**config.mk**
```make
export PLATFORM = sky130hd
export DESIGN_NAME = io_buffer_packer
export DESIGN_NICKNAME = d
export VERILOG_FILES = /design/src/rtl/io_buffer_pkg.sv /design/src/rtl/io_buffer_packer.sv
export SDC_FILE = /design/constraint.sdc
export NUM_CORES = 1
export LEC_CHECK = 0
export CAP_MARGIN = 20
export CORE_AREA = 2 2 234 236
export DETAILED_ROUTE_END_ITERATION = 8
export DIE_AREA = 0 0 236 238
export SYNTH_ARGS = -nofsm -noshare
export SYNTH_HDL_FRONTEND = slang
export SYNTH_SLANG_ARGS = --single-unit
export TNS_END_PERCENT = 10
```
**constraint.sdc**
```tcl
create_clock -name clk -period 3.4 [get_ports clk]
set_input_delay 0.68 -clock clk [delete_from_list [all_inputs] [get_ports clk]]
set_output_delay 0.68 -clock clk [all_outputs]
set_load 0.03 [all_outputs]
```
**src/rtl/io_buffer_pkg.sv**
```systemverilog
// Shared types and default geometry for the I/O buffer packer.
// The state enum is shared so that other blocks can decode the packer state consistently.
package io_buffer_pkg;

  localparam int IO_ADDR_WIDTH = 6;
  localparam int IO_DATA_WIDTH = 256;
  localparam int IO_WORD_WIDTH = 32;

  typedef enum logic [2:0] {
    IDLE,
    FILL,
    WRITE,
    RD_REQ,
    DRAIN
  } io_pack_state_t;

endpackage

```
**src/rtl/io_buffer_packer.sv**
```systemverilog
// Bus-side adapter: packs narrow write words into one buffer line, and
// unpacks a read line back into narrow words, with valid/ready on both sides.
module io_buffer_packer
  import io_buffer_pkg::*;
#(
  parameter int ADDR_WIDTH = IO_ADDR_WIDTH,
  parameter int DATA_WIDTH = IO_DATA_WIDTH,
  parameter int WORD_WIDTH = IO_WORD_WIDTH
) (
  input  logic                  clk,
  input  logic                  rst,
  input  logic                  cmd_valid,
  output logic                  cmd_ready,
  input  logic                  cmd_write,
  input  logic [ADDR_WIDTH-1:0] cmd_addr,
  input  logic                  in_valid,
  output logic                  in_ready,
  input  logic [WORD_WIDTH-1:0] in_data,
  output logic                  out_valid,
  input  logic                  out_ready,
  output logic [WORD_WIDTH-1:0] out_data,
  output logic                  out_last,
  output logic                  busy,
  output logic                  buf_write_enable,
  output logic                  buf_read_enable,
  output logic [ADDR_WIDTH-1:0] buf_addr,
  output logic [DATA_WIDTH-1:0] buf_data_in,
  input  logic [DATA_WIDTH-1:0] buf_data_out
);

  localparam int WORDS = DATA_WIDTH / WORD_WIDTH;
  localparam int CNT_W = (WORDS > 1) ? $clog2(WORDS) : 1;
  localparam logic [CNT_W-1:0] LAST_CNT = CNT_W'(WORDS - 1);

  if (DATA_WIDTH % WORD_WIDTH != 0) begin : g_width_check
    $error("io_buffer_packer: DATA_WIDTH must be a multiple of WORD_WIDTH");
  end

  io_pack_state_t        state_q, state_d;
  logic [CNT_W-1:0]      cnt_q, cnt_d;
  logic [DATA_WIDTH-1:0] line_q, line_d;
  logic [ADDR_WIDTH-1:0] addr_q, addr_d;

  // Next-state logic; the word counter only wraps by leaving FILL or DRAIN.
  always_comb begin
    state_d = state_q;
    cnt_d   = cnt_q;
    line_d  = line_q;
    addr_d  = addr_q;
    case (state_q)
      IDLE: begin
        if (cmd_valid) begin
          addr_d  = cmd_addr;
          cnt_d   = '0;
          state_d = cmd_write ? FILL : RD_REQ;
        end
      end
      FILL: begin
        if (in_valid) begin
          line_d[cnt_q*WORD_WIDTH +: WORD_WIDTH] = in_data;
          if (cnt_q == LAST_CNT) begin
            cnt_d   = '0;
            state_d = WRITE;
          end else begin
            cnt_d = cnt_q + 1'b1;
          end
        end
      end
      WRITE: begin
        state_d = IDLE;
      end
      RD_REQ: begin
        line_d  = buf_data_out;
        cnt_d   = '0;
        state_d = DRAIN;
      end
      DRAIN: begin
        if (out_ready) begin
          if (cnt_q == LAST_CNT) begin
            cnt_d   = '0;
            state_d = IDLE;
          end else begin
            cnt_d = cnt_q + 1'b1;
          end
        end
      end
      default: begin
        state_d = IDLE;
      end
    endcase
  end

  // Outputs decode the registered state; reset forces them low in the same cycle.
  always_comb begin
    cmd_ready        = 1'b0;
    in_ready         = 1'b0;
    out_valid        = 1'b0;
    out_data         = '0;
    out_last         = 1'b0;
    buf_write_enable = 1'b0;
    buf_read_enable  = 1'b0;
    buf_addr         = '0;
    buf_data_in      = '0;
    busy             = 1'b0;
    if (!rst) begin
      busy = (state_q != IDLE);
      case (state_q)
        IDLE:  cmd_ready = 1'b1;
        FILL:  in_ready  = 1'b1;
        WRITE: begin
          buf_write_enable = 1'b1;
          buf_addr         = addr_q;
          buf_data_in      = line_q;
        end
        RD_REQ: begin
          buf_read_enable = 1'b1;
          buf_addr        = addr_q;
        end
        DRAIN: begin
          out_valid = 1'b1;
          out_data  = line_q[cnt_q*WORD_WIDTH +: WORD_WIDTH];
          out_last  = (cnt_q == LAST_CNT);
        end
        default: begin
          busy = 1'b0;
        end
      endcase
    end
  end

  always_ff @(posedge clk) begin
    if (rst) begin
      state_q <= IDLE;
      cnt_q   <= '0;
      line_q  <= '0;
      addr_q  <= '0;
    end else begin
      state_q <= state_d;
      cnt_q   <= cnt_d;
      line_q  <= line_d;
      addr_q  <= addr_d;
    end
  end

endmodule

```
==> results of run 1 <==
## registers in the layout, summed over array words and instances (netlist names)
name / flops
line_q: 256
addr_q: 6
cnt_q: 3
state_q: 3
## cell usage in the layout, fill, tap and decap left out, types with 46 or more instances in the layout
master | netlist | layout
a21oi_1 | 61 | 61
buf_12 | 2 | 90
a2111oi_0 | 46 | 46
nand2_1 | 214 | 214
buf_4 | 13 | 240
clkdlybuf4s50_1 | 0 | 352
dfxtp_1 | 268 | 264
nor2_1 | 344 | 344
mux2i_1 | 56 | 56
mux4_2 | 64 | 64
and3_1 | 259 | 258
## per-layer routing
metal | global-route usage (%) | vias up
li1 | - | 7995
met1 | 34.9 | 8908
met2 | 49.6 | 1030
met3 | 6.74 | 189
met4 | 14.6 | 8
met5 | 0 | -
## worst max-delay path: stages, from the launching register on
cell             delay (ps)
dfxtp_4                 450
buf_12                  200
mux4_2                  570
nand2_1                 140
a21oi_1                  80
clkdlybuf4s50_1         610
## metrics by stage
stage | power (mW) | area (um^2) | utilization [%] | worst slack [ps] | std cells
after CTS | 8.56 | 24100 | 45.0 | 56.1 | 3166
final | 8.52 | 24100 | 45.1 | 88.3 | 3174
after detailed placement | 4.69 | 22900 | 42.8 | 373 | 3101
after global routing | 8.76 | 24100 | 45.1 | 31.5 | 3172
after global placement | 4.68 | 22900 | 42.8 | 406 | 3101
after floorplan | 3.93 | 15800 | - | 596 | 1943
## repair_timing
action,in CTS,in global routing
gates resized for setup,2,2
pin swaps,0,0
setup buffers,2,0
cloned,0,0
endpoints found under the hold margin,0,0
endpoints found under the setup margin,34,12
## layout make-up
type	count	area, um^2	share of cell area, %
Multi-Input combinational cell	1434	9440	39.2
Timing Repair Buffer	683	7140	29.6
Sequential cell	268	5380	22.3
Clock buffer	50	1050	4.37
Tap cell	696	871	3.61
Clock inverter	13	121	0.503
Inverter	22	90.1	0.374
Antenna cell	8	20.0	0.0830
## logic make-up (layout without fill, tap and decap cells)
kind of cell	count (synthesis)	count (layout)
compound gates	310	310
xor+xnor	2	2
fa+ha+maj	5	5
buf+inv	241	768
flops	268	268
mux	120	120
other cells	0	8
simple gates	997	997
## power groups by stage
stage / Combinational [mW] / Sequential [mW] / Clock [mW]
3_5_place_dp: 1.29 / 3.40 / 0
3_3_place_gp: 1.28 / 3.40 / 0
6_report: 1.32 / 3.33 / 3.87
4_1_cts: 1.31 / 3.33 / 3.92
2_1_floorplan: 0.580 / 3.35 / 0
5_1_grt: 1.39 / 3.34 / 4.03
## path summary, 6_finish.rpt
check,from,endpoint,slack (ps),depth (start not counted)
max,cnt_q[0],out_data[10],90,5
max reg2reg,cnt_q[2],line_q[175],500,7
min,line_q[141],line_q[141],480,2
min reg2reg,line_q[141],line_q[141],480,2
==> metrics.log, run 1 <==
INFO  metric ctsHtreeMaxLevel = 2
INFO  metric cts-hold-fix-buffers = 0
INFO  metric topRoutingLayerUsed = met5
INFO  metric clkTransAtPathRegs = 60 ps
INFO  metric viasPerCell = 5.71
INFO  metric synth_top_family_by_area = simple AND/OR/NAND/NOR gates
INFO  metric syn_inst = 1943
INFO  metric grt_max_degree = 139
INFO  metric setup-tns-final = 0 ps
INFO  metric fin_worst_skew = 14.3 ps
INFO  metric clock_insertion_delay_worst_skew = 550 ps
INFO  metric ctsRootBufferMaster = clkbuf_16
INFO  metric grt_pass1_vias = 17800
INFO  metric postSynth.topFlopCell = dfxtp_1
INFO  metric synthTopCellsByCount = nor2_1 (344), dfxtp_1 (268), and3_1 (259)
INFO  metric synth-adder-area-share = 0.395%
INFO  metric timing.slew.headroom = 23.9%
INFO  metric synth_fp_nets = 2248
INFO  metric critPathArrivalTime = 2630 ps
INFO  metric tritoncts = yes
INFO  metric netlist.area_leader.share = 33.9%
INFO  metric fillerInstances = 5233
INFO  metric gr-usage-all-layers = 29.3%
INFO  metric seq_power_share = 39.1%
INFO  metric power_frac_clock = 45.4%
INFO  metric asyncSetResetFlopFracSynth = 0%
INFO  metric drt_first_iter_violations = 1795
INFO  metric postRouteAntennaNets = 0
INFO  metric floorplan.initialDensity = 29.6%
INFO  metric cts_max_path_buffers = 3
INFO  metric switchingPower = 2.35 mW
INFO  metric p_leak = 9.65 nW
INFO  metric synth_enable_flop_cells = 0
INFO  metric yosys_register_bits = 268
INFO  metric netlist.top_cell.by_area = dfxtp_1
INFO  metric final_period_minus_worst_setup_slack = 3310 ps
INFO  metric core_area = 53500 um^2
INFO  metric achievable-frequency = 0.302 GHz
INFO  metric final-max-slew-violation-count = 0
INFO  metric synth_warnings = 0
INFO  metric ys_seq_area_share = 33.9%
INFO  metric cts_made_buffers = 35
INFO  metric endpoint_kind = output port
INFO  metric finalWirelength = 86000 um
INFO  metric final_layout_size_suffix_gt1_share = 21.3%
INFO  metric layout-area-overhead-vs-synth = 52.2%
INFO  metric final_hold_violating_endpoints = 0
INFO  metric antenna_found_initial = 11
INFO  metric clock-sinks = 268
INFO  metric synth_xor_area_share = 0.111%
INFO  metric crit_path_start_kind = register
INFO  metric final_min_period_over_clock_period = 97.4%
INFO  metric hold_ws = 484 ps
INFO  metric grt_first_pass_wirelength = 123000 um
INFO  metric synth_mux_area_share = 12.6%
INFO  metric wl_met1 = 32500 um
INFO  metric wire_per_inst = 27.1 um
INFO  metric netlist_top_cells_area = dfxtp_1 (34%), and3_1 (10%), mux4_2 (9.1%)
INFO  metric remaining_drc_errors = 0
INFO  metric internal_power = 6.17 mW
INFO  metric synth.cell_area = 15800 um^2
INFO  metric drt_pre_antenna_iters = 6
INFO  metric core.rowCount = 85
INFO  metric synth_compound_gate_area_share = 15.8%
INFO  metric ir_worst_vdd = 0.273 mV
INFO  metric placement.io_buffers = 600
INFO  metric max_cap_viol_count = 0
INFO  metric power.switching_fraction = 27.6%
INFO  metric worst-setup-path-type = reg -> out
INFO  metric die_w = 236 um
INFO  metric design.portCount = 601
INFO  metric finalNetCount = 2749
INFO  metric hold_path_class = reg -> reg
INFO  metric globalRouteOverflowTotal = 0
INFO  metric finalSetupViolations = 0
INFO  metric yosysMostFrequentCell = nor2_1
INFO  metric power.combinational.fraction = 15.5%
INFO  metric synth_cell_types = 56
INFO  metric rsz0062_at_grt = no
INFO  metric crit_fanout = 14
INFO  metric met3RoutedLength = 7560 um
INFO  metric floorplan.die.height = 238 um
INFO  metric detailedPlacementHpwl = 61500 um
INFO  metric dr_total_vias = 18100
INFO  metric dieArea = 56200 um^2
INFO  metric outcome = completed
INFO  metric worstPathRequired = 2720 ps
INFO  metric power.density = 353 nW/um^2
INFO  metric post_synth.cell_area_avg = 8.16 um^2
INFO  metric finalWeightedCongestion = 0.917
INFO  metric simple_gate_portion_of_the_synthesized_area = 30.4%
INFO  metric met2_wirelength = 41500 um
INFO  metric tightest_slew = 1140 ps
Note: power is estimated with default switching activity, not from simulation.
==> inputs of run 2 (changes only) <==
--- a/config.mk
+++ b/config.mk
@@ -6,9 +6,10 @@
 export NUM_CORES = 1
 export LEC_CHECK = 0
 export CAP_MARGIN = 20
-export CORE_AREA = 2 2 234 236
+export CORE_AREA = 2 2 235 237
 export DETAILED_ROUTE_END_ITERATION = 8
-export DIE_AREA = 0 0 236 238
+export DIE_AREA = 0 0 237 239
+export DONT_BUFFER_PORTS = 1
 export SYNTH_ARGS = -nofsm -noshare
 export SYNTH_HDL_FRONTEND = slang
 export SYNTH_SLANG_ARGS = --single-unit
==> metrics.log, run 2 (synthesized netlist as in run 1, its figures left out) <==
INFO  metric fin_total_pwr = 7.91 mW
INFO  metric wl_met1 = 29000 um
INFO  metric postRouteAntennaNets = 0
INFO  metric outcome = completed
INFO  metric regArea = 5370 um^2
INFO  metric final_hold_violating_endpoints = 0
INFO  metric crit_path_start_kind = register
INFO  metric rsz0062_at_grt = no
INFO  metric antenna_found_initial = 7
INFO  metric worst_slack = 94.9 ps
INFO  metric core.rowCount = 86
INFO  metric number_of_flip_flops_under_the_largest_register_name = 256
INFO  metric layout.core_utilization = 35.2%
INFO  metric largestRegisters = line_q: 256 flops, addr_q: 6 flops
INFO  metric cp.buffers_inverters = 2
INFO  metric crit_fanout = 139
INFO  metric viasPerCell = 6.01
INFO  metric worstHoldEndpoint = line_q[13]
INFO  metric drt_pre_antenna_iters = 6
INFO  metric fillerInstances = 5604
INFO  metric dieArea = 56600 um^2
INFO  metric worst-setup-path-type = reg -> out
INFO  metric mostFrequentLayoutCell = nor2_1
INFO  metric tritoncts = yes
INFO  metric timing.slew.headroom = 44.4%
INFO  metric dpl_worst_slack = 478 ps
INFO  metric reg2reg_depth = 8
INFO  metric worst_path_largest_cell_delay = 550 ps
INFO  metric achievable-frequency = 0.303 GHz
INFO  metric hold-path-cell-count = 1
INFO  metric clock_insertion_delay_worst_skew = 540 ps
INFO  metric cts_max_path_buffers = 3
INFO  metric critPathArrivalTime = 2630 ps
INFO  metric finalNetCount = 2265
INFO  metric endpoint_kind = output port
INFO  metric finalSetupViolations = 0
INFO  metric max_cap_viol_count = 0
INFO  metric worstPathRequired = 2720 ps
INFO  metric grt_pass1_vias = 15400
INFO  metric dr_total_vias = 16200
INFO  metric ir_worst_vdd = 0.287 mV
INFO  metric drt_first_iter_violations = 1603
INFO  metric grt_first_pass_wirelength = 110000 um
INFO  metric fin_worst_skew = 19.8 ps
INFO  metric power.density = 413 nW/um^2
INFO  metric registers.top_by_ff_count = line_q
INFO  metric crit_path_cell_trace = nor3b_2 > buf_12 > and3_1 > buf_12
INFO  metric final_period_minus_worst_setup_slack = 3310 ps
INFO  metric setup-tns-final = 0 ps
INFO  metric worst_r2r_startpoint = cnt_q[0]
INFO  metric floorplan.initialDensity = 29.2%
INFO  metric met3RoutedLength = 6880 um
INFO  metric remaining_drc_errors = 0
INFO  metric crit_family = simple AND/OR/NAND/NOR gates
INFO  metric final_cell_mix = nor2_1 (344), dfxtp_1 (266), and3_1 (258), nand2_1 (214), buf_4 (142)
INFO  metric worstReg2RegEnd = line_q[67]
INFO  metric topRoutingLayerUsed = met5
INFO  metric finalWirelength = 78800 um
INFO  metric detailedPlacementHpwl = 55600 um
INFO  metric cpMostUsedCell = buf_12
INFO  metric core_area = 54300 um^2
INFO  metric final-max-slew-violation-count = 0
INFO  metric cp_slowest_cell = dfxtp_1
INFO  metric p_leak = 7.47 nW
INFO  metric wire_per_inst = 29.3 um
INFO  metric design.portCount = 601
INFO  metric globalRouteOverflowTotal = 0
INFO  metric layout-area-overhead-vs-synth = 20.9%
INFO  metric tightest_slew = 832 ps
INFO  metric clock-sinks = 268
INFO  metric multi_input_comb_area = 9440 um^2
INFO  metric die_w = 237 um
INFO  metric ctsRootBufferMaster = clkbuf_16
INFO  metric reg2reg_slack = 610 ps
INFO  metric grt_max_degree = 226
INFO  metric gr-usage-all-layers = 26.4%
INFO  metric clkTransAtPathRegs = 60 ps
INFO  metric final_min_period_over_clock_period = 97.2%
INFO  metric cts_made_buffers = 34
INFO  metric final_layout_size_suffix_gt1_share = 19.3%
INFO  metric placement.io_buffers = 0
INFO  metric met2_wirelength = 38900 um
INFO  metric ctsHtreeMaxLevel = 2
INFO  metric hold_path_class = in -> reg
INFO  metric finalWeightedCongestion = 0.914
INFO  metric hold_path_startpoint = rst
INFO  metric floorplan.die.height = 239 um
## run 2: repair_timing
item | in CTS | in global routing
buffers inserted | 0 | 10
endpoints found under the setup margin | 0 | 5
gates resized for setup | 0 | 1
hold buffers | 0 | 0
## run 2: stage by stage
step | hold WS (ps) | instance area [um^2] | std cells
after floorplan | 450 | 15800 | 1943
after global placement | 462 | 17900 | 2618
after detailed placement | 474 | 17900 | 2618
after CTS | 207 | 19100 | 2676
after global routing | 211 | 19200 | 2691
final | 249 | 19200 | 2692
## run 2: how the worst max path moves through the flow
stage | slack, ps | from | cells after the start | to
after floorplan | 600 | rst | 6 | out_data[10]
after global placement | 570 | cnt_q[0] | 8 | line_q[6]
after detailed placement | 480 | cnt_q[0] | 8 | line_q[67]
after CTS | 20 | cnt_q[0] | 5 | out_data[27]
after global routing | 3 | state_q[1] | 4 | buf_data_in[103]
final | 90 | state_q[1] | 4 | buf_data_in[103]
## run 2: final cells by class
class / count / share of cell area [%]
inverter: 22 / 0.457
tap: 704 / 4.60
sequential: 268 / 28.1
timing repair buffer: 200 / 11.7
multi-input combinational: 1434 / 49.3
clock inverter: 7 / 0.594
antenna: 6 / 0.0784
clock buffer: 51 / 5.27
## run 2: worst reg2reg max path, stage by stage, from the launching register on
cell and delay [ps]:
dfxtp_4 520, inv_1 80, ha_1 230, ha_1 360, and2_1 260, a41o_2 640
buf_4 310, nor2_1 50, nor4_1 210
## run 2: routing by layer
layer / track usage, % / vias to the layer above
met5: 0 / -
met2: 46.1 / 1004
met4: 12.6 / 4
met1: 30.8 / 7938
met3: 5.51 / 182
li1: - / 7038
## run 2: power breakdown
part / switching (mW) / total (mW) / internal, mW
clock: 1.47 / 3.75 / 2.27
sequential: 0.105 / 3.34 / 3.24
combinational: 0.524 / 0.818 / 0.294
total: 2.10 / 7.91 / 5.81
==> inputs of run 3 (changes only) <==
--- a/config.mk
+++ b/config.mk
@@ -6,10 +6,11 @@
 export NUM_CORES = 1
 export LEC_CHECK = 0
 export CAP_MARGIN = 20
-export CORE_AREA = 2 2 235 237
+export CORE_AREA = 2 2 236 238
 export DETAILED_ROUTE_END_ITERATION = 8
-export DIE_AREA = 0 0 237 239
+export DIE_AREA = 0 0 238 240
 export DONT_BUFFER_PORTS = 1
+export GPL_ROUTABILITY_DRIVEN = 0
 export SYNTH_ARGS = -nofsm -noshare
 export SYNTH_HDL_FRONTEND = slang
 export SYNTH_SLANG_ARGS = --single-unit
==> constraint.sdc (replaced) <==
create_clock -name clk -period 4.2 [get_ports clk]
set_input_delay 0.84 -clock clk [delete_from_list [all_inputs] [get_ports clk]]
set_output_delay 0.84 -clock clk [all_outputs]
set_load 0.03 [all_outputs]
==> metrics.log, run 3 (synthesized netlist as in run 1, its figures left out) <==
INFO  metric outcome = completed
INFO  metric worst_slack = 478 ps
INFO  metric globalRouteOverflowTotal = 0
INFO  metric final_period_minus_worst_setup_slack = 3720 ps
INFO  metric cp_slowest_cell = dfxtp_4
INFO  metric power_frac_clock = 46.5%
INFO  metric floorplan.initialDensity = 29.0%
INFO  metric number_of_flip_flops_under_the_largest_register_name = 256
INFO  metric postRouteAntennaNets = 0
INFO  metric grt_first_pass_wirelength = 107000 um
INFO  metric tritoncts = yes
INFO  metric mostFrequentLayoutCell = nor2_1
INFO  metric grt_pass1_vias = 14900
INFO  metric final_min_period_over_clock_period = 88.6%
INFO  metric gr-usage-all-layers = 25.4%
INFO  metric cpMostUsedCell = buf_4
INFO  metric crit_family = buffers and inverters
INFO  metric drt_pre_antenna_iters = 5
INFO  metric floorplan.die.height = 240 um
INFO  metric worst-setup-path-type = reg -> out
INFO  metric cts_max_path_buffers = 3
INFO  metric largestRegisters = line_q: 256 flops, addr_q: 6 flops
INFO  metric crit_path_cell_trace = buf_4 > mux4_2 > nand2_1 > a21oi_1 > buf_4
INFO  metric layout-area-overhead-vs-synth = 10.4%
INFO  metric postCtsSetupRepairBufs = 0
INFO  metric dr_total_vias = 15400
INFO  metric core_area = 54700 um^2
INFO  metric setup-tns-final = 0 ps
INFO  metric reg2reg_depth = 7
INFO  metric grt_max_degree = 226
INFO  metric core.rowCount = 86
INFO  metric clock-sinks = 268
INFO  metric tightest_slew = 1110 ps
INFO  metric power.combinational.fraction = 10.1%
INFO  metric hold_path_class = in -> reg
INFO  metric timing.slew.headroom = 25.9%
INFO  metric cts_made_buffers = 31
INFO  metric power.density = 358 nW/um^2
INFO  metric cts-hold-fix-buffers = 0
INFO  metric seq_power_share = 43.4%
INFO  metric ir_worst_vdd = 0.293 mV
INFO  metric endpoint_kind = output port
INFO  metric ctsRootBufferMaster = clkbuf_16
INFO  metric wire_per_inst = 29.9 um
INFO  metric dieArea = 57100 um^2
INFO  metric finalSetupViolations = 0
INFO  metric worstPathRequired = 3360 ps
INFO  metric critPathArrivalTime = 2880 ps
INFO  metric clock_insertion_delay_worst_skew = 590 ps
INFO  metric layout.core_utilization = 32.0%
INFO  metric p_leak = 6.60 nW
INFO  metric drt_first_iter_violations = 1432
INFO  metric max_cap_viol_count = 0
INFO  metric final_layout_size_suffix_gt1_share = 13.9%
INFO  metric ctsHtreeMaxLevel = 1
INFO  metric dpl_worst_slack = 879 ps
INFO  metric antenna_found_initial = 2
INFO  metric finalNetCount = 2131
INFO  metric registers.top_by_ff_count = line_q
INFO  metric viasPerCell = 6.00
INFO  metric worst-path-stages = 5
INFO  metric rsz0062_at_grt = no
INFO  metric design.portCount = 601
INFO  metric placement.io_buffers = 0
INFO  metric crit_path_start_kind = register
INFO  metric worst_path_largest_cell_delay = 650 ps
INFO  metric detailedPlacementHpwl = 54900 um
INFO  metric fin_worst_skew = 19.2 ps
INFO  metric final_cell_mix = nor2_1 (344), dfxtp_1 (265), and3_1 (258), nand2_1 (214), mux4_2 (64)
INFO  metric crit_fanout = 20
INFO  metric switchingPower = 1.67 mW
INFO  metric finalWirelength = 76600 um
INFO  metric post_cts_gate_resize_count = 0
INFO  metric achievable-frequency = 0.269 GHz
INFO  metric power.switching_fraction = 26.7%
INFO  metric final_hold_violating_endpoints = 0
INFO  metric internal_power = 4.59 mW
INFO  metric remaining_drc_errors = 0
INFO  metric cp.buffers_inverters = 2
INFO  metric clkTransAtPathRegs = 60 ps
INFO  metric die_w = 238 um
INFO  metric final-max-slew-violation-count = 0
INFO  metric hold-path-cell-count = 2
[run 3: cell count changes in the layout (fill, tap and decap cells not counted), moves of 3 or more]
cell       delta
buf_12       -49
clkbuf_8      +3
clkbuf_16     -6
buf_4        -81
clkbuf_1      -7
clkinv_2      +6
[run 3: metrics by stage]
stage          cell area [um^2]  instances  hold WS, ps  power, mW
2_1_floorplan             15800       1943          450       3.18
3_3_place_gp              16400       2495          468       3.37
3_5_place_dp              16400       2496          472       3.40
4_1_cts                   17500       2552          326       6.29
5_1_grt                   17500       2554          323       6.44
6_report                  17500       2560          367       6.26
[run 3: power groups by stage]
stage                     combinational (mW)  clock [mW]  sequential (mW)
after floorplan                        0.469           0             2.71
after global placement                 0.610           0             2.76
after detailed placement               0.634           0             2.77
after CTS                              0.637        2.94             2.71
after global routing                   0.681        3.04             2.72
final                                  0.634        2.91             2.71
[run 3: layout make-up]
type,instances,area [um^2]
clock buffer,41,873
inverter,22,87.6
multi-input combinational,1434,9440
clock inverter,15,203
tap,704,881
fill,5711,37200
sequential,268,5370
timing repair buffer,69,618
antenna,7,17.5
[run 3: metal layers]
| metal | part of all wire, % | wire, um | track usage (%) |
|---|---|---|---|
| met2 | 49 | 37900 | 44.8 |
| met5 | 0 | 0 | 0 |
| met3 | 7.9 | 6080 | 4.94 |
| met4 | 4.8 | 3700 | 11.1 |
| met1 | 38 | 29000 | 30.0 |
[run 3: worst paths after layout]
kind / slack [ps] / to / from
setup reg to reg: 840 / line_q[6] / cnt_q[0]
setup / recovery: 480 / out_data[8] / cnt_q[0]
hold reg to reg: 490 / line_q[152] / line_q[152]
hold / removal: 370 / line_q[119] / buf_data_out[119]
